File: config.mk
export PLATFORM = sky130hd
export DESIGN_NAME = hiscore_ram_responder_flat
export DESIGN_NICKNAME = d
export VERILOG_FILES = /design/src/rtl/hiscore_ram_responder_pkg.sv /design/src/rtl/hiscore_ram_responder_if.sv /design/src/rtl/hiscore_ram_responder_decode.sv /design/src/rtl/hiscore_ram_responder.sv /design/src/flat_wrapper.sv
export SDC_FILE = /design/constraint.sdc
export NUM_CORES = 1
export LEC_CHECK = 0
export CAP_MARGIN = 20
export CELL_PAD_IN_SITES_DETAIL_PLACEMENT = 1
export CELL_PAD_IN_SITES_GLOBAL_PLACEMENT = 1
export CORE_UTILIZATION = 24
export DETAILED_ROUTE_END_ITERATION = 16
export PLACE_DENSITY = 0.74
export SLEW_MARGIN = 20
export SYNTH_ARGS = -nofsm -noshare
export SYNTH_HDL_FRONTEND = slang
export SYNTH_SLANG_ARGS = --single-unit
File: constraint.sdc
create_clock -name clk -period 1.3 [get_ports clk]
set_clock_uncertainty 0.05 [all_clocks]
set_input_delay 0.26 -clock clk [delete_from_list [all_inputs] [get_ports clk]]
set_output_delay 0.26 -clock clk [all_outputs]
set_load 0.01 [all_outputs]
File: src/rtl/hiscore_ram_responder_pkg.sv
// Shared constants for the hiscore RAM responder: FSM encodings, default bank
// windows and the value returned for reads that miss both windows.
package hiscore_pkg;

    localparam logic [1:0] S_IDLE    = 2'd0;
    localparam logic [1:0] S_REQ     = 2'd1;
    localparam logic [1:0] S_GRANT   = 2'd2;
    localparam logic [1:0] S_RELEASE = 2'd3;

    localparam logic [15:0] DEF_BANK0_BASE = 16'h6000;
    localparam int          DEF_BANK0_AW   = 12;
    localparam logic [15:0] DEF_BANK1_BASE = 16'h7400;
    localparam int          DEF_BANK1_AW   = 10;
    localparam int          DEF_SETTLE     = 2;

    localparam logic [7:0] OOB_READ_VAL = 8'hFF;

    typedef enum logic [1:0] {
        SEL_B0   = 2'd0,
        SEL_B1   = 2'd1,
        SEL_NONE = 2'd2
    } rd_sel_e;

endpackage

File: src/rtl/hiscore_ram_responder_if.sv
// Hiscore initiator <-> RAM responder access bus.
interface hiscore_ram_if;
    logic        hs_access;
    logic [15:0] hs_address;
    logic [7:0]  hs_data_in;
    logic        hs_write;
    logic [7:0]  hs_data_out;
    logic        hs_grant;

    modport master (
        output hs_access, hs_address, hs_data_in, hs_write,
        input  hs_data_out, hs_grant
    );

    modport slave (
        input  hs_access, hs_address, hs_data_in, hs_write,
        output hs_data_out, hs_grant
    );
endinterface

File: src/rtl/hiscore_ram_responder_decode.sv
// Window hit / offset for one RAM bank. The 17-bit subtract makes addresses
// below BASE wrap to huge values, so they never alias into the window.
module hs_window_decode #(
    parameter logic [15:0] BASE = 16'h0000,
    parameter int          AW   = 8
) (
    input  logic [15:0]   addr,
    output logic          hit,
    output logic [AW-1:0] offset
);
    logic [16:0] diff;

    assign diff   = {1'b0, addr} - {1'b0, BASE};
    assign hit    = diff < (17'd1 << AW);
    assign offset = diff[AW-1:0];
endmodule

File: src/rtl/hiscore_ram_responder.sv
// Pauses the CPU, muxes the hiscore access bus onto work/video RAM, returns
// registered read data, then hands the RAMs back after a settle period.
module hiscore_ram_responder
    import hiscore_pkg::*;
#(
    parameter logic [15:0] BANK0_BASE = DEF_BANK0_BASE,
    parameter int          BANK0_AW   = DEF_BANK0_AW,
    parameter logic [15:0] BANK1_BASE = DEF_BANK1_BASE,
    parameter int          BANK1_AW   = DEF_BANK1_AW,
    parameter int          SETTLE     = DEF_SETTLE
) (
    input  logic                clk,
    input  logic                reset,
    hiscore_ram_if.slave        hs,
    output logic                cpu_pause_req,
    input  logic                cpu_halted,
    output logic [BANK0_AW-1:0] ram0_addr,
    output logic [7:0]          ram0_din,
    output logic                ram0_we,
    input  logic [7:0]          ram0_dout,
    output logic [BANK1_AW-1:0] ram1_addr,
    output logic [7:0]          ram1_din,
    output logic                ram1_we,
    input  logic [7:0]          ram1_dout,
    output logic                ram_sel_hs,
    output logic                err_oob
);
    localparam int STAGES = 1;
    localparam int CW     = (SETTLE > 2) ? $clog2(SETTLE) : 1;

    logic [1:0]          state, nxt;
    logic [CW-1:0]       cnt;
    logic                grant_q;
    logic [7:0]          data_out_q;
    logic [STAGES:0]     vld_pipe;
    rd_sel_e             sel_pipe [STAGES:0];
    rd_sel_e             rd_sel;

    logic                hit0, hit1;
    logic [BANK0_AW-1:0] off0;
    logic [BANK1_AW-1:0] off1;
    logic                in_grant, go_grant, wr_ok;

    hs_window_decode #(.BASE(BANK0_BASE), .AW(BANK0_AW)) u_dec0 (
        .addr(hs.hs_address), .hit(hit0), .offset(off0)
    );
    hs_window_decode #(.BASE(BANK1_BASE), .AW(BANK1_AW)) u_dec1 (
        .addr(hs.hs_address), .hit(hit1), .offset(off1)
    );

    assign rd_sel   = hit0 ? SEL_B0 : (hit1 ? SEL_B1 : SEL_NONE);
    assign in_grant = (state == S_GRANT);
    assign go_grant = (nxt == S_GRANT);
    // A write issued on the same cycle hs_access drops is discarded.
    assign wr_ok    = in_grant && hs.hs_access && hs.hs_write;

    assign hs.hs_grant    = grant_q;
    assign hs.hs_data_out = data_out_q;

    always_comb begin
        nxt = state;
        case (state)
            S_IDLE:    if (hs.hs_access) nxt = S_REQ;
            S_REQ: begin
                if (!hs.hs_access)   nxt = S_IDLE;
                else if (cpu_halted) nxt = S_GRANT;
            end
            S_GRANT:   if (!hs.hs_access) nxt = S_RELEASE;
            S_RELEASE: begin
                // Re-grab skips IDLE so the CPU is never un-paused in between.
                if (hs.hs_access)                 nxt = cpu_halted ? S_GRANT : S_REQ;
                else if (cnt == CW'(SETTLE - 1)) nxt = S_IDLE;
            end
            default:   nxt = S_IDLE;
        endcase
    end

    always_ff @(posedge clk) begin
        if (reset) begin
            state         <= S_IDLE;
            cnt           <= '0;
            cpu_pause_req <= 1'b0;
            grant_q       <= 1'b0;
            ram_sel_hs    <= 1'b0;
            ram0_addr     <= '0;
            ram0_din      <= '0;
            ram0_we       <= 1'b0;
            ram1_addr     <= '0;
            ram1_din      <= '0;
            ram1_we       <= 1'b0;
            err_oob       <= 1'b0;
            data_out_q    <= OOB_READ_VAL;
            vld_pipe      <= '0;
            for (int i = 0; i <= STAGES; i++) sel_pipe[i] <= SEL_NONE;
        end else begin
            state         <= nxt;
            cnt           <= (state == S_RELEASE && nxt == S_RELEASE) ? cnt + 1'b1 : '0;
            cpu_pause_req <= (nxt != S_IDLE);
            grant_q       <= go_grant;
            ram_sel_hs    <= go_grant;

            // Address also latches on the edge entering GRANT so the first
            // read completes two edges after the grant.
            if (go_grant) begin
                ram0_addr <= off0;
                ram1_addr <= off1;
                ram0_din  <= hs.hs_data_in;
                ram1_din  <= hs.hs_data_in;
            end
            ram0_we <= wr_ok && hit0;
            ram1_we <= wr_ok && !hit0 && hit1;

            if (in_grant && !hit0 && !hit1) err_oob <= 1'b1;

            vld_pipe    <= {vld_pipe[0] && in_grant, go_grant};
            sel_pipe[0] <= rd_sel;
            sel_pipe[1] <= sel_pipe[0];

            if (in_grant && vld_pipe[STAGES]) begin
                case (sel_pipe[STAGES])
                    SEL_B0:  data_out_q <= ram0_dout;
                    SEL_B1:  data_out_q <= ram1_dout;
                    default: data_out_q <= OOB_READ_VAL;
                endcase
            end
        end
    end
endmodule

File: src/flat_wrapper.sv
// flat-port wrapper written by rule: the top's interface ports become plain ports
module hiscore_ram_responder_flat import hiscore_pkg::*;
#(
    parameter logic [15:0] BANK0_BASE = DEF_BANK0_BASE,
    parameter int          BANK0_AW   = DEF_BANK0_AW,
    parameter logic [15:0] BANK1_BASE = DEF_BANK1_BASE,
    parameter int          BANK1_AW   = DEF_BANK1_AW,
    parameter int          SETTLE     = DEF_SETTLE
)
  (clk, reset, cpu_pause_req, cpu_halted, ram0_addr, ram0_din, ram0_we, ram0_dout, ram1_addr, ram1_din, ram1_we, ram1_dout, ram_sel_hs, err_oob, hs_hs_access, hs_hs_address, hs_hs_data_in, hs_hs_write, hs_hs_data_out, hs_hs_grant);
  hiscore_ram_if hs_i ();
  input  logic clk;
  input  logic reset;
  output logic cpu_pause_req;
  input  logic cpu_halted;
  output logic [BANK0_AW-1:0] ram0_addr;
  output logic [7:0] ram0_din;
  output logic ram0_we;
  input  logic [7:0] ram0_dout;
  output logic [BANK1_AW-1:0] ram1_addr;
  output logic [7:0] ram1_din;
  output logic ram1_we;
  input  logic [7:0] ram1_dout;
  output logic ram_sel_hs;
  output logic err_oob;
  input wire logic [$bits(hs_i.hs_access)-1:0] hs_hs_access;
  input wire logic [$bits(hs_i.hs_address)-1:0] hs_hs_address;
  input wire logic [$bits(hs_i.hs_data_in)-1:0] hs_hs_data_in;
  input wire logic [$bits(hs_i.hs_write)-1:0] hs_hs_write;
  output wire logic [$bits(hs_i.hs_data_out)-1:0] hs_hs_data_out;
  output wire logic [$bits(hs_i.hs_grant)-1:0] hs_hs_grant;
  assign hs_i.hs_access = hs_hs_access;
  assign hs_i.hs_address = hs_hs_address;
  assign hs_i.hs_data_in = hs_hs_data_in;
  assign hs_i.hs_write = hs_hs_write;
  assign hs_hs_data_out = hs_i.hs_data_out;
  assign hs_hs_grant = hs_i.hs_grant;
  hiscore_ram_responder #(.BANK0_BASE(BANK0_BASE), .BANK0_AW(BANK0_AW), .BANK1_BASE(BANK1_BASE), .BANK1_AW(BANK1_AW), .SETTLE(SETTLE)) u_core (.clk(clk), .reset(reset), .hs(hs_i), .cpu_pause_req(cpu_pause_req), .cpu_halted(cpu_halted), .ram0_addr(ram0_addr), .ram0_din(ram0_din), .ram0_we(ram0_we), .ram0_dout(ram0_dout), .ram1_addr(ram1_addr), .ram1_din(ram1_din), .ram1_we(ram1_we), .ram1_dout(ram1_dout), .ram_sel_hs(ram_sel_hs), .err_oob(err_oob));
endmodule
==> run metrics <==
sequential area share after synthesis=0.471; final wirelength=5.90 mm; TritonCTS Buffers=5; fin crit share=0.989; Synth area leaders=dfxtp_1 (47%), nand2_1 (11%), buf_4 (9.0%), a21oi_1 (5.7%), a211oi_1 (3.4%); clock power share=0.349; Vias=1,747; Worst Path Required=1.47 ns; latest clock arrival within the worst-skew pair=0.29 ns; Top-Level Pins=97; EDFF count, synth=0; hold_buf cts=0; grt total ovfl=0; Clk pin slew, worst setup/hold paths=0.08 ns; diode count=0; Cells after DPL=between 300 and 400; vias in the first global route=approximately 1,700; Reg2Reg Setup Slack=0.01 ns; clk sinks=41; Antenna Violating Nets Remaining=0; Setup crit end kind=register; ys flop type=dfxtp_1; HP Class=in -> reg; Routed WL per cell=between 10 and 15 um; Post-Layout Cell Count=394; flops & latches, synth=41; Via density=roughly 4.4; crit path cell chain=nor2b_4, o21a_2, nand2_1, a21oi_1; CTS tree=done; Final WS setup=between 0.01 and 0.015 ns; die width=roughly 87 um; Die Span Y=87.3 um; syn nets=247; Fill cells=830; Setup crit start=u_core.state[1]; setup violators final=0; GRT Overall Usage=0.148; IO buf count=96; Avg Inst Size Synth=8.68 um^2; setup TNS=0 ns; Max-Cap Viols=0; R2R Path End=u_core.ram1_din[7]; initial antenna violation count=0; FFs w/ async S/R, synth=0; worst path bufs/invs=0; final hold vios=0; CP Data Arrival Time=1.46 ns; top-count cell post-synth=nand2_1; Worst path slowest cell=dfxtp_2; share of post-route cells with drive strength above 1=0.201; drt first pass iters=4; critical path fanouts, max=8; FF-to-FF Start=u_core.state[1]; Startpoint Class=register; Overall Power=~0.0026 W; achievable frequency=778 MHz; FP Rows=30; family with the most delay on the worst path=compound AO/OA/AOI/OAI gates; worst hold start=hs_hs_address[11]; Detail Placement HPWL=~3.8 mm; Worst-Margin Slew=0.313 ns; final net count=343; Core Area=6910 um^2; library cell with the largest summed area after synthesis=dfxtp_1; Initial Util=0.253; warnings from Yosys=0; first-pass GRT wire length=8.47 mm; hold endpoint=u_core.ram0_addr[11]; Initial DRC Count=17; FF-to-FF path depth=4; Netlist cell types=34; outcome=complete, no violations; Cell Area, Synth=1740 um^2; most common library cells after synthesis=nand2_1 (50), dfxtp_1 (41), buf_4 (21), a21oi_1 (20), nor2b_1 (9); Sw Share=0.240; internal power=approximately 0.002 W; post-synthesis cell count=201; Hold Path Depth=3; die footprint=about 7600 um^2; Max Root-Sink Buffers=2; Root Driver=clkbuf_8; largest net degree at the start of global routing=22; unrepaired setup endpoints after global routing=yes; Remaining DRCs=0; PD cells=886 nW/um^2; Comb power frac=0.157; Period minus WS final=approximately 1.3 ns; Leak=1.38 nW; Max VDD drop=between 300 and 400 uV; slowest stage delay, CP=0.33 ns; Worst slew margin=0.791; area grow syn2layout=71.1%; Setup Crit Path Kind=reg -> reg; NetSw=about 0.00063 W; top-area cell type share of the netlist area=0.471; Seq pwr share=0.493; Routability Congestion=0.706; Final Slew Violations=0; Max H-tree Level=2; DP Worst Slack=-0.717 ns
-- per-stage QoR --
step / instance area (um^2) / hold WS (ns) / util
after floorplan: 1750 / 0.339 / -
after global placement: 2740 / 0.344 / 0.397
after detailed placement: 2740 / 0.357 / 0.397
after CTS: 2820 / 0.172 / 0.409
after global routing: 2980 / 0.184 / 0.432
final: 2980 / 0.182 / 0.432
-- layout make-up --
| type | count | area, um^2 | share of cell area |
|---|---|---|---|
| Inverter | 3 | 11.3 | 0.00377 |
| Tap cell | 96 | 120 | 0.0403 |
| Clock buffer | 7 | 96.3 | 0.0323 |
| Clock inverter | 1 | 5.00 | 0.00168 |
| Sequential cell | 41 | 825 | 0.276 |
| Multi-Input combinational cell | 128 | 795 | 0.266 |
| Timing Repair Buffer | 118 | 1130 | 0.379 |
-- state kept, by name, summed over array words and instances (netlist names) --
signal                 count
u_core.ram1_we             1
u_core.ram1_addr           9
u_core.state               2
u_core.cpu_pause_req       1
u_core.vld_pipe            2
u_core.sel_pipe            4
u_core.ram0_addr           3
u_core.err_oob             1
u_core.hs.hs_data_out      8
u_core.cnt                 1
u_core.ram0_we             1
u_core.ram1_din            8
-- cell families after synthesis --
kind of cell	count (synthesis)	synth area share
AND/OR/NAND/NOR	80	0.212
multiplexers	1	0.00861
AO/OA/AOI/OAI	44	0.169
adder cells (fa/ha/maj)	1	0.00717
buffers and inverters	34	0.133
flip-flops	41	0.471
-- worst register-to-register path: stages (launching register included) --
cell and delay (ns):
dfxtp_2 0.33, nor2b_4 0.31, o21a_2 0.30, nand2_1 0.07, a21oi_1 0.15
-- routing by layer --
layer  vias to the layer above  track usage  wire, um
li1                        849            -         -
met1                       833        0.179      2710
met2                        58        0.255      2810
met3                         7       0.0370       301
met4                         0       0.0507        72
met5                         -            0         0
-- what timing repair did --
action,4_1_cts,5_1_grt
pin swaps,4,6
setup buffers,1,3
endpoints found under the hold margin,0,0
endpoints found under the setup margin,58,38
resized for setup,69,24
gates cloned,1,3
-- cells in the final DEF, fill, tap and decap left out, drive strengths merged, types with 2 or more instances in the layout --
master         instances
dlymetal6s2s           6
clkdlybuf4s50         36
dfxtp                 41
and2                   2
inv                    3
nor4                   2
clkbuf                 9
o211ai                 8
nor2b                 10
dlygate4sd2           47
a211oi                 8
buf                   22
nand2                 51
nor3                   3
or2                    3
o21ai                  3
o21a                   3
nor2                   5
a21oi                 20
clkdlybuf4s15          5
-- how the worst max path moves through the flow --
stage	end	slack [ns]	cells after the start
finish	u_core.ram1_din[7]	0.01	4
global route	u_core.ram1_din[7]	-0.08	4
CTS	u_core.ram1_we	-0.01	6
detailed placement	u_core.ram1_we	-0.72	8
global placement	u_core.err_oob	-0.63	7
floorplan	u_core.err_oob	-0.04	6
-- power by group through the flow --
stage               Combinational [W]  Sequential [W]  Clock (W)
finish                       0.000416         0.00130   0.000923
global placement             0.000388         0.00133          0
detailed placement           0.000395         0.00133          0
floorplan                    0.000142         0.00134          0
global route                 0.000449         0.00131    0.00102
CTS                          0.000384         0.00130   0.000950
(Power assumes the default switching activity.)
